<file path="config.mk">
export PLATFORM = sky130hd
export DESIGN_NAME = imem_loader
export DESIGN_NICKNAME = d
export VERILOG_FILES = /design/src/rtl/imem_loader.sv
export SDC_FILE = /design/constraint.sdc
export NUM_CORES = 1
export LEC_CHECK = 0
export CAP_MARGIN = 40
export CORE_AREA = 2 2 71 141
export CTS_BUF_LIST = sky130_fd_sc_hd__clkbuf_8
export CTS_CLUSTER_DIAMETER = 60
export DETAILED_ROUTE_END_ITERATION = 10
export DIE_AREA = 0 0 73 143
export PLACE_DENSITY = 0.86
export SLEW_MARGIN = 20
export SYNTH_ARGS = -nofsm -noshare
export SYNTH_HDL_FRONTEND = slang
export SYNTH_SLANG_ARGS = --single-unit
</file>
<file path="constraint.sdc">
create_clock -name clk -period 1.8 [get_ports clk]
set_input_delay 0.27 -clock clk [delete_from_list [all_inputs] [get_ports clk]]
set_output_delay 0.27 -clock clk [all_outputs]
set_load 0.01 [all_outputs]
</file>
<file path="src/rtl/imem_loader.sv">
// Byte-stream loader for instruction memory: packs little-endian bytes into 32-bit
// words, writes them at consecutive word addresses and holds the core until done.
//   state   | meaning
//   IDLE    | waiting for start, core held
//   COLLECT | accepting bytes of the current word
//   WRITE   | one-cycle write strobe of the assembled word
//   DONE    | image complete, core released
//   ERROR   | partial word or overflow, core held
module imem_loader #(
    parameter int ADDR_W    = 8,
    parameter int MAX_WORDS = 64,
    parameter int CNT_W     = $clog2(MAX_WORDS + 1)
) (
    input  logic              clk,
    input  logic              rst,
    input  logic              start,
    input  logic              in_valid,
    output logic              in_ready,
    input  logic [7:0]        in_data,
    input  logic              in_last,
    output logic              mem_we,
    output logic [ADDR_W-1:0] mem_addr,
    output logic [31:0]       mem_wdata,
    output logic              cpu_hold,
    output logic              busy,
    output logic              done,
    output logic              error,
    output logic [CNT_W-1:0]  word_count,
    output logic [31:0]       checksum
);

    typedef enum logic [2:0] {
        S_IDLE    = 3'd0,
        S_COLLECT = 3'd1,
        S_WRITE   = 3'd2,
        S_DONE    = 3'd3,
        S_ERROR   = 3'd4
    } state_t;

    state_t            r_state;
    state_t            w_next;
    logic [1:0]        r_byte_idx;
    logic [23:0]       r_word;
    logic              r_last_f;
    logic              r_mem_we;
    logic [ADDR_W-1:0] r_mem_addr;
    logic [31:0]       r_mem_wdata;
    logic              r_cpu_hold;
    logic              r_busy;
    logic              r_done;
    logic              r_error;
    logic [CNT_W-1:0]  r_word_count;
    logic [31:0]       r_checksum;

    logic              w_accept;
    logic              w_start_load;
    logic [CNT_W-1:0]  w_count_inc;

    assign in_ready    = (r_state == S_COLLECT);
    assign w_accept    = in_valid && in_ready;
    assign w_count_inc = r_word_count + CNT_W'(1);

    always_comb begin
        w_next       = r_state;
        w_start_load = 1'b0;
        case (r_state)
            S_IDLE, S_DONE, S_ERROR: begin
                if (start) begin
                    w_next       = S_COLLECT;
                    w_start_load = 1'b1;
                end
            end
            S_COLLECT: begin
                if (w_accept) begin
                    if (r_byte_idx == 2'd3)
                        w_next = S_WRITE;
                    else if (in_last)
                        w_next = S_ERROR;
                end
            end
            S_WRITE: begin
                // in_last on the final word wins over the capacity limit
                if (r_last_f)
                    w_next = S_DONE;
                else if (w_count_inc == CNT_W'(MAX_WORDS))
                    w_next = S_ERROR;
                else
                    w_next = S_COLLECT;
            end
            default: w_next = S_IDLE;
        endcase
    end

    always_ff @(posedge clk or negedge rst) begin
        if (!rst) begin
            r_state      <= S_IDLE;
            r_byte_idx   <= 2'd0;
            r_word       <= 24'd0;
            r_last_f     <= 1'b0;
            r_mem_we     <= 1'b0;
            r_mem_addr   <= '0;
            r_mem_wdata  <= 32'd0;
            r_cpu_hold   <= 1'b1;
            r_busy       <= 1'b0;
            r_done       <= 1'b0;
            r_error      <= 1'b0;
            r_word_count <= '0;
            r_checksum   <= 32'd0;
        end else begin
            r_state    <= w_next;
            r_mem_we   <= (w_next == S_WRITE);
            r_busy     <= (w_next == S_COLLECT) || (w_next == S_WRITE);
            r_done     <= (w_next == S_DONE);
            r_error    <= (w_next == S_ERROR);
            r_cpu_hold <= (w_next != S_DONE);

            if (w_start_load) begin
                r_word_count <= '0;
                r_checksum   <= 32'd0;
                r_byte_idx   <= 2'd0;
                r_last_f     <= 1'b0;
            end

            if (w_accept) begin
                if (r_byte_idx == 2'd3) begin
                    r_mem_wdata <= {in_data, r_word};
                    r_mem_addr  <= ADDR_W'({r_word_count, 2'b00});
                    r_last_f    <= in_last;
                end else begin
                    r_word[{r_byte_idx, 3'b000} +: 8] <= in_data;
                    r_byte_idx <= r_byte_idx + 2'd1;
                end
            end

            if (r_state == S_WRITE) begin
                r_word_count <= w_count_inc;
                r_checksum   <= r_checksum ^ r_mem_wdata;
                r_byte_idx   <= 2'd0;
            end
        end
    end

    assign mem_we     = r_mem_we;
    assign mem_addr   = r_mem_addr;
    assign mem_wdata  = r_mem_wdata;
    assign cpu_hold   = r_cpu_hold;
    assign busy       = r_busy;
    assign done       = r_done;
    assign error      = r_error;
    assign word_count = r_word_count;
    assign checksum   = r_checksum;

endmodule

</file>
# After elaboration in Yosys (flattened, before gate mapping)
# Cells that the tools add are included.
[word_totals]
reg_bits = 112
output_inout_bits = 85
wordCells = 59
[classes]
add_sub_neg = 3
eq_ne = 11
shifts = 2
muxes = 21
bitwise_logic = 2
reduce_logical = 7
[ops]
columns = ["op", "count"]
rows = [
  ["32-bit 2-to-1 mux", 2],
  ["32-bit XOR", 1],
  ["24-bit bitwise mux", 1],
  ["8-bit by 7-bit variable shift with 24-bit output (first input constant)", 1],
  ["8-bit by 7-bit variable part select with 24-bit output", 1],
  ["3-bit 2-to-1 mux", 6],
  ["7-bit 2-to-1 mux", 2],
  ["3-bit by 2-bit equality test with 1-bit output (second input constant)", 4],
  ["3-bit one-hot mux with 3 select lines", 1],
  ["2-bit 2-to-1 mux", 4],
  ["7-bit by 1-bit adder with 7-bit output (second input constant)", 1],
  ["7-bit equality test (second input constant)", 1],
  ["5-bit negator with 7-bit output", 1],
  ["3-bit by 1-bit equality test with 1-bit output (second input constant)", 2],
  ["3-bit equality test (second input constant)", 2],
  ["1-bit 2-to-1 mux", 5],
  ["2-bit AND reduction", 2],
  ["3-bit logical NOT", 1],
  ["3-bit by 2-bit != test with 1-bit output (second input constant)", 1],
  ["3-bit OR reduction", 1],
  ["2-bit by 1-bit adder with 2-bit output (second input constant)", 1],
  ["2-bit equality test (second input constant)", 1],
  ["2-bit nonzero test", 1],
  ["1-bit logical AND", 1],
  ["2 further kinds", 2],
]

# Longest topological paths before layout
[logic_depth]
word_depth = 7
mapped_depth = 7
depth_no_buf = 5

# Worst setup path before layout
# No wires, ideal clock.
[synth_timing]
path_type = "register to register"
startpoint = "reg r_word_count[0] (netlist: word_count[0])"
endpoint = "reg r_error (netlist: error)"
t_arrival_ns = 1.586
t_required_ns = 1.674
path_slack_ns = 0.088
stages_incl_launch_ff = 6
n_path_buf = 0
period_less_slack_ns = 1.712
cell_sequence = "dfrtp_1 -> ha_1 -> and4b_1 -> a221oi_2 -> nor4_2 -> a221o_1"
[synth_via]
elab_chain_len = 6
[synth_lines]
columns = ["element", "line", "rtl"]
rows = [
  ["start, declared", "52", "logic [CNT_W-1:0] r_word_count;"],
  ["start signal, assigned", "136", "r_word_count <= w_count_inc;"],
  ["7-bit by 1-bit adder with 7-bit output", "61", "assign w_count_inc = r_word_count + CNT_W'(1);"],
  ["7-bit equality test", "85", "else if (w_count_inc == CNT_W'(MAX_WORDS))"],
  ["3-bit 2-to-1 mux", "85", ""],
  ["3-bit 2-to-1 mux", "83", "if (r_last_f)"],
  ["3-bit one-hot mux with 3 select lines", "66", "case (r_state)"],
  ["3-bit equality test", "114", "r_error <= (w_next == S_ERROR);"],
  ["end signal, assigned", "114", ""],
  ["end, declared", "51", "logic r_error;"],
]
# Every way passes these cells.
# A chain may end at the register's enable or synchronous reset.

# Worst setup path in the final report
[layout_timing]
startpoint = "reg r_word_count[3] (netlist: word_count[3])"
endpoint = "out word_count[3]"
[layout_rtl]
columns = ["element", "line", "rtl"]
rows = [
  ["end, declared", "28", "output logic [CNT_W-1:0] word_count,"],
]
# No word-level cell between the ends.

==> metrics.txt <==
# TYPE chip_impl_metric gauge
chip_impl_metric{name="track_usage",unit=""} 0.2267
chip_impl_info{name="cts-root-buf",value="sky130_fd_sc_hd__clkbuf_8"} 1
chip_impl_metric{name="final.min_clock_period",unit="ns"} 1.745
chip_impl_metric{name="slew_violations",unit=""} 0
chip_impl_metric{name="synth-compound-area-share",unit=""} 0.06187
chip_impl_metric{name="ff2ff_path_depth",unit=""} 5
chip_impl_metric{name="numPortBuffers",unit=""} 95
chip_impl_metric{name="globalplace.congestion",unit=""} 0.8629
chip_impl_metric{name="syn_inst",unit=""} 455
chip_impl_metric{name="totalWireLength",unit="um"} 11040
chip_impl_metric{name="critical_path_required",unit="ns"} 1.53
chip_impl_info{name="global_route.peak_usage_layer",value="met2"} 1
chip_impl_metric{name="floorplan.die.height",unit="um"} 143
chip_impl_metric{name="syn_avg_cell_area",unit="um^2"} 10.62
chip_impl_metric{name="ctsHtreeMaxLevel",unit=""} 3
chip_impl_metric{name="clock_tree.buffer_depth",unit=""} 2
chip_impl_info{name="synthTopCellsByArea",value="sky130_fd_sc_hd__dfrtp_1, sky130_fd_sc_hd__nand2_1, sky130_fd_sc_hd__xor2_1"} 1
chip_impl_metric{name="p_per_area",unit="nW/um^2"} 1415
chip_impl_metric{name="synth_top_area_frac",unit=""} 0.5747
chip_impl_metric{name="clkLatencyLatePin",unit="ns"} 0.37
chip_impl_metric{name="post-place-ws",unit="ns"} -0.05600
chip_impl_metric{name="grt_util_met1",unit=""} 0.2450
chip_impl_info{name="crit_slowest_cell",value="sky130_fd_sc_hd__clkdlybuf4s50_1"} 1
chip_impl_metric{name="finalHoldViolCount",unit=""} 0
chip_impl_metric{name="asyncSetResetFlopFracSynth",unit=""} 1.000
chip_impl_metric{name="grt.met2_usage",unit=""} 0.4106
chip_impl_metric{name="finish.net_count",unit=""} 578
chip_impl_info{name="outcome",value="finished clean"} 1
chip_impl_metric{name="stdcell_area",unit="um^2"} 6225
chip_impl_info{name="tritoncts",value="done"} 1
chip_impl_info{name="criticalPathCategory",value="flip-flop to output pin"} 1
chip_impl_metric{name="crit_fanout",unit=""} 8
chip_impl_info{name="worstSetupEndpointType",value="output pin"} 1
chip_impl_metric{name="detailedRoute.firstPassIterationCount",unit=""} 4
chip_impl_metric{name="largest_net_degree_at_the_start_of_global_routing",unit=""} 46
chip_impl_metric{name="synth_cell_type_count",unit=""} 42
chip_impl_metric{name="fin_tns_setup",unit="ns"} 0
chip_impl_metric{name="design.die.area",unit="um^2"} 10440
chip_impl_info{name="critPathTopFamily",value="buffers and inverters"} 1
chip_impl_metric{name="netlist_area",unit="um^2"} 4833
chip_impl_metric{name="wl_per_cell",unit="um"} 16.55
chip_impl_metric{name="filler_cell_count",unit=""} 683
chip_impl_metric{name="fp.dieW",unit="um"} 73
chip_impl_metric{name="post_synth_and_or_nand_nor_area_fraction",unit=""} 0.1447
chip_impl_metric{name="drcViolationCount",unit=""} 0
chip_impl_metric{name="leakage",unit="nW"} 2.970
chip_impl_metric{name="layout-drive-gt1-share",unit=""} 0.1083
chip_impl_metric{name="worst_ir_drop_vdd",unit="uV"} 803.7
chip_impl_metric{name="cts_inserted_buffers",unit=""} 9
chip_impl_metric{name="multi_input_area",unit="um^2"} 1839
chip_impl_metric{name="max_freq",unit="GHz"} 0.5729
chip_impl_metric{name="place_hpwl",unit="um"} 8095
chip_impl_metric{name="setup_viol",unit=""} 0
chip_impl_info{name="synth_top_family_by_area",value="simple AND/OR/NAND/NOR gates"} 1
chip_impl_metric{name="vias_post_dr",unit=""} 3551
chip_impl_metric{name="placeableCoreArea",unit="um^2"} 9321
chip_impl_metric{name="floorplan.io_pins",unit=""} 98
chip_impl_metric{name="start_util",unit=""} 0.5185
chip_impl_metric{name="max_stage_delay",unit="ns"} 0.59
chip_impl_metric{name="rows",unit=""} 50
chip_impl_info{name="most_common_cell_in_the_netlist",value="sky130_fd_sc_hd__dfrtp_1"} 1
chip_impl_metric{name="drt-initial-drc-count",unit=""} 177
chip_impl_metric{name="vias_per_cell",unit=""} 5.324
chip_impl_metric{name="first_global_vias",unit=""} 3746
chip_impl_metric{name="arrival",unit="ns"} 1.48
chip_impl_metric{name="grt_antenna_before_repair",unit=""} 0
chip_impl_metric{name="path_buf_inv",unit=""} 1
chip_impl_metric{name="post_synth_xor_area_fraction",unit=""} 0.06342
chip_impl_metric{name="path_clk_slew",unit="ns"} 0.10
chip_impl_metric{name="synth_mux_area_frac",unit=""} 0.08206
chip_impl_metric{name="grtUsageMet3",unit=""} 0.04164
chip_impl_metric{name="finalCritPeriodShare",unit=""} 0.9697
chip_impl_metric{name="finClkSkew",unit="ns"} 0.008232
chip_impl_metric{name="final-seq-area",unit="um^2"} 2809
chip_impl_metric{name="area_growth",unit="%"} 28.79
chip_impl_info{name="post_synth_most_frequent_cells",value="sky130_fd_sc_hd__dfrtp_1, sky130_fd_sc_hd__nand2_1, sky130_fd_sc_hd__nor2_1"} 1
chip_impl_metric{name="grt-ovfl-total",unit=""} 0
chip_impl_metric{name="max_cap_violations",unit=""} 0
chip_impl_metric{name="ys.warnings.count",unit=""} 0
chip_impl_metric{name="final_antenna_net_count",unit=""} 0
chip_impl_info{name="rsz0062_at_grt",value="no"} 1
chip_impl_metric{name="synthAdderAreaFrac",unit=""} 0.01812
chip_impl_metric{name="dpl_cell_area",unit="um^2"} 5971
chip_impl_metric{name="grt_first_pass_wirelength",unit="um"} 18080
chip_impl_metric{name="clock-sinks",unit=""} 112
chip_impl_info{name="setup.worst_path.start_class",value="flip-flop"} 1
chip_impl_info{name="cells_traversed_along_the_worst_timing_path",value="clkdlybuf4s50_1"} 1
chip_impl_metric{name="number_of_inserted_diodes",unit=""} 0
chip_impl_info{name="synth_top_area_cell",value="sky130_fd_sc_hd__dfrtp_1"} 1
chip_impl_metric{name="critical_path_depth",unit=""} 1
chip_impl_info{name="synth_ff_type",value="sky130_fd_sc_hd__dfrtp_1"} 1
chip_impl_metric{name="timing.final.ws_setup",unit="ns"} 0.05463
chip_impl_metric{name="synth-seq-area-share",unit=""} 0.5801
chip_impl_metric{name="synth_enable_flop_cells",unit=""} 0
chip_impl_info{name="classification_of_the_worst_slack_hold_path",value="primary input to asynchronous set/reset pin"} 1
chip_impl_metric{name="synth.ff_latch_count",unit=""} 112
==> layout by cell type, fill, tap and decap left out, drive strengths merged, types with 3 or more instances in the layout <==
cell type        n
a21oi            7
a31oi            4
buf             19
clkbuf          10
clkdlybuf4s50   93
dfrtp          111
ha               7
inv             33
mux2            13
mux2i           25
nand2           97
nand3            3
nor2            37
nor3b            5
o21ai           31
xor2            34
==> where the power goes <==
group	internal (mW)	total [mW]	leakage [nW]	switching, mW
Clock	0.666	1.46	0.106	0.795
Sequential	3.37	3.97	1.44	0.604
Combinational	1.74	3.38	1.42	1.64
==> logic make-up after synthesis <==
logic type               count (synthesis)
adder cells (fa/ha/maj)                  7
buffers and inverters                   53
XOR/XNOR                                35
AO/OA/AOI/OAI                           51
AND/OR/NAND/NOR                        158
flip-flops                             112
multiplexers                            38
other                                    1
==> routing by layer <==
metal	wire, um	share of wire
met1	3966	0.36
met2	6298	0.57
met3	406	0.037
met4	367	0.033
met5	0	0
==> flip-flops by register name, indices dropped and copies added, names as in the netlist, 2 cells and up <==
signal / flops
checksum: 32
mem_wdata: 32
r_word: 24
word_count: 7
mem_addr: 6
r_state: 3
r_byte_idx: 2
==> final cells by class <==
class | count | area share
tap | 104 | 0.02090
clock inverter | 6 | 0.008643
timing repair buffer | 114 | 0.1835
inverter | 30 | 0.01809
multi-input combinational | 291 | 0.2955
sequential | 112 | 0.4513
clock buffer | 10 | 0.02211
==> per-stage QoR <==
stage	utilization	power, mW	hold WS, ns	cells
5_1_grt	0.6678	9.333	0.4384	667
4_1_cts	0.6638	8.833	0.4000	666
3_5_place_dp	0.6405	7.334	0.2659	648
6_report	0.6678	8.810	0.3900	667
2_1_floorplan	-	5.526	-0.02559	456
3_3_place_gp	0.6405	7.180	0.2540	648
==> worst paths after layout <==
path,from,to,slack [ns]
worst max-delay path,word_count[3]$_DFFE_PN0P_,word_count[3],0.05
worst min-delay path,rst,checksum[26]$_DFFE_PN0P_,0.39
worst max register to register,word_count[0]$_DFFE_PN0P_,r_state[2]$_DFF_PN0_,0.09
worst min register to register,mem_addr[5]$_DFFE_PN0P_,mem_addr[5]$_DFFE_PN0P_,0.51
max in group asynchronous,rst,cpu_hold$_DFF_PN1_,0.73
min in group clk,mem_addr[5]$_DFFE_PN0P_,mem_addr[5]$_DFFE_PN0P_,0.51
==> repair_timing <==
action / 4_1_cts / 5_1_grt
buffers inserted: 1 / 1
hold endpoints to repair: 35 / 0
pin swaps: 0 / 0
setup endpoints to repair: 1 / 5
gates resized for setup: 5 / 5
hold buffers: 1 / 0
gates cloned: 0 / 0
Power figures use the tool's default switching activity.
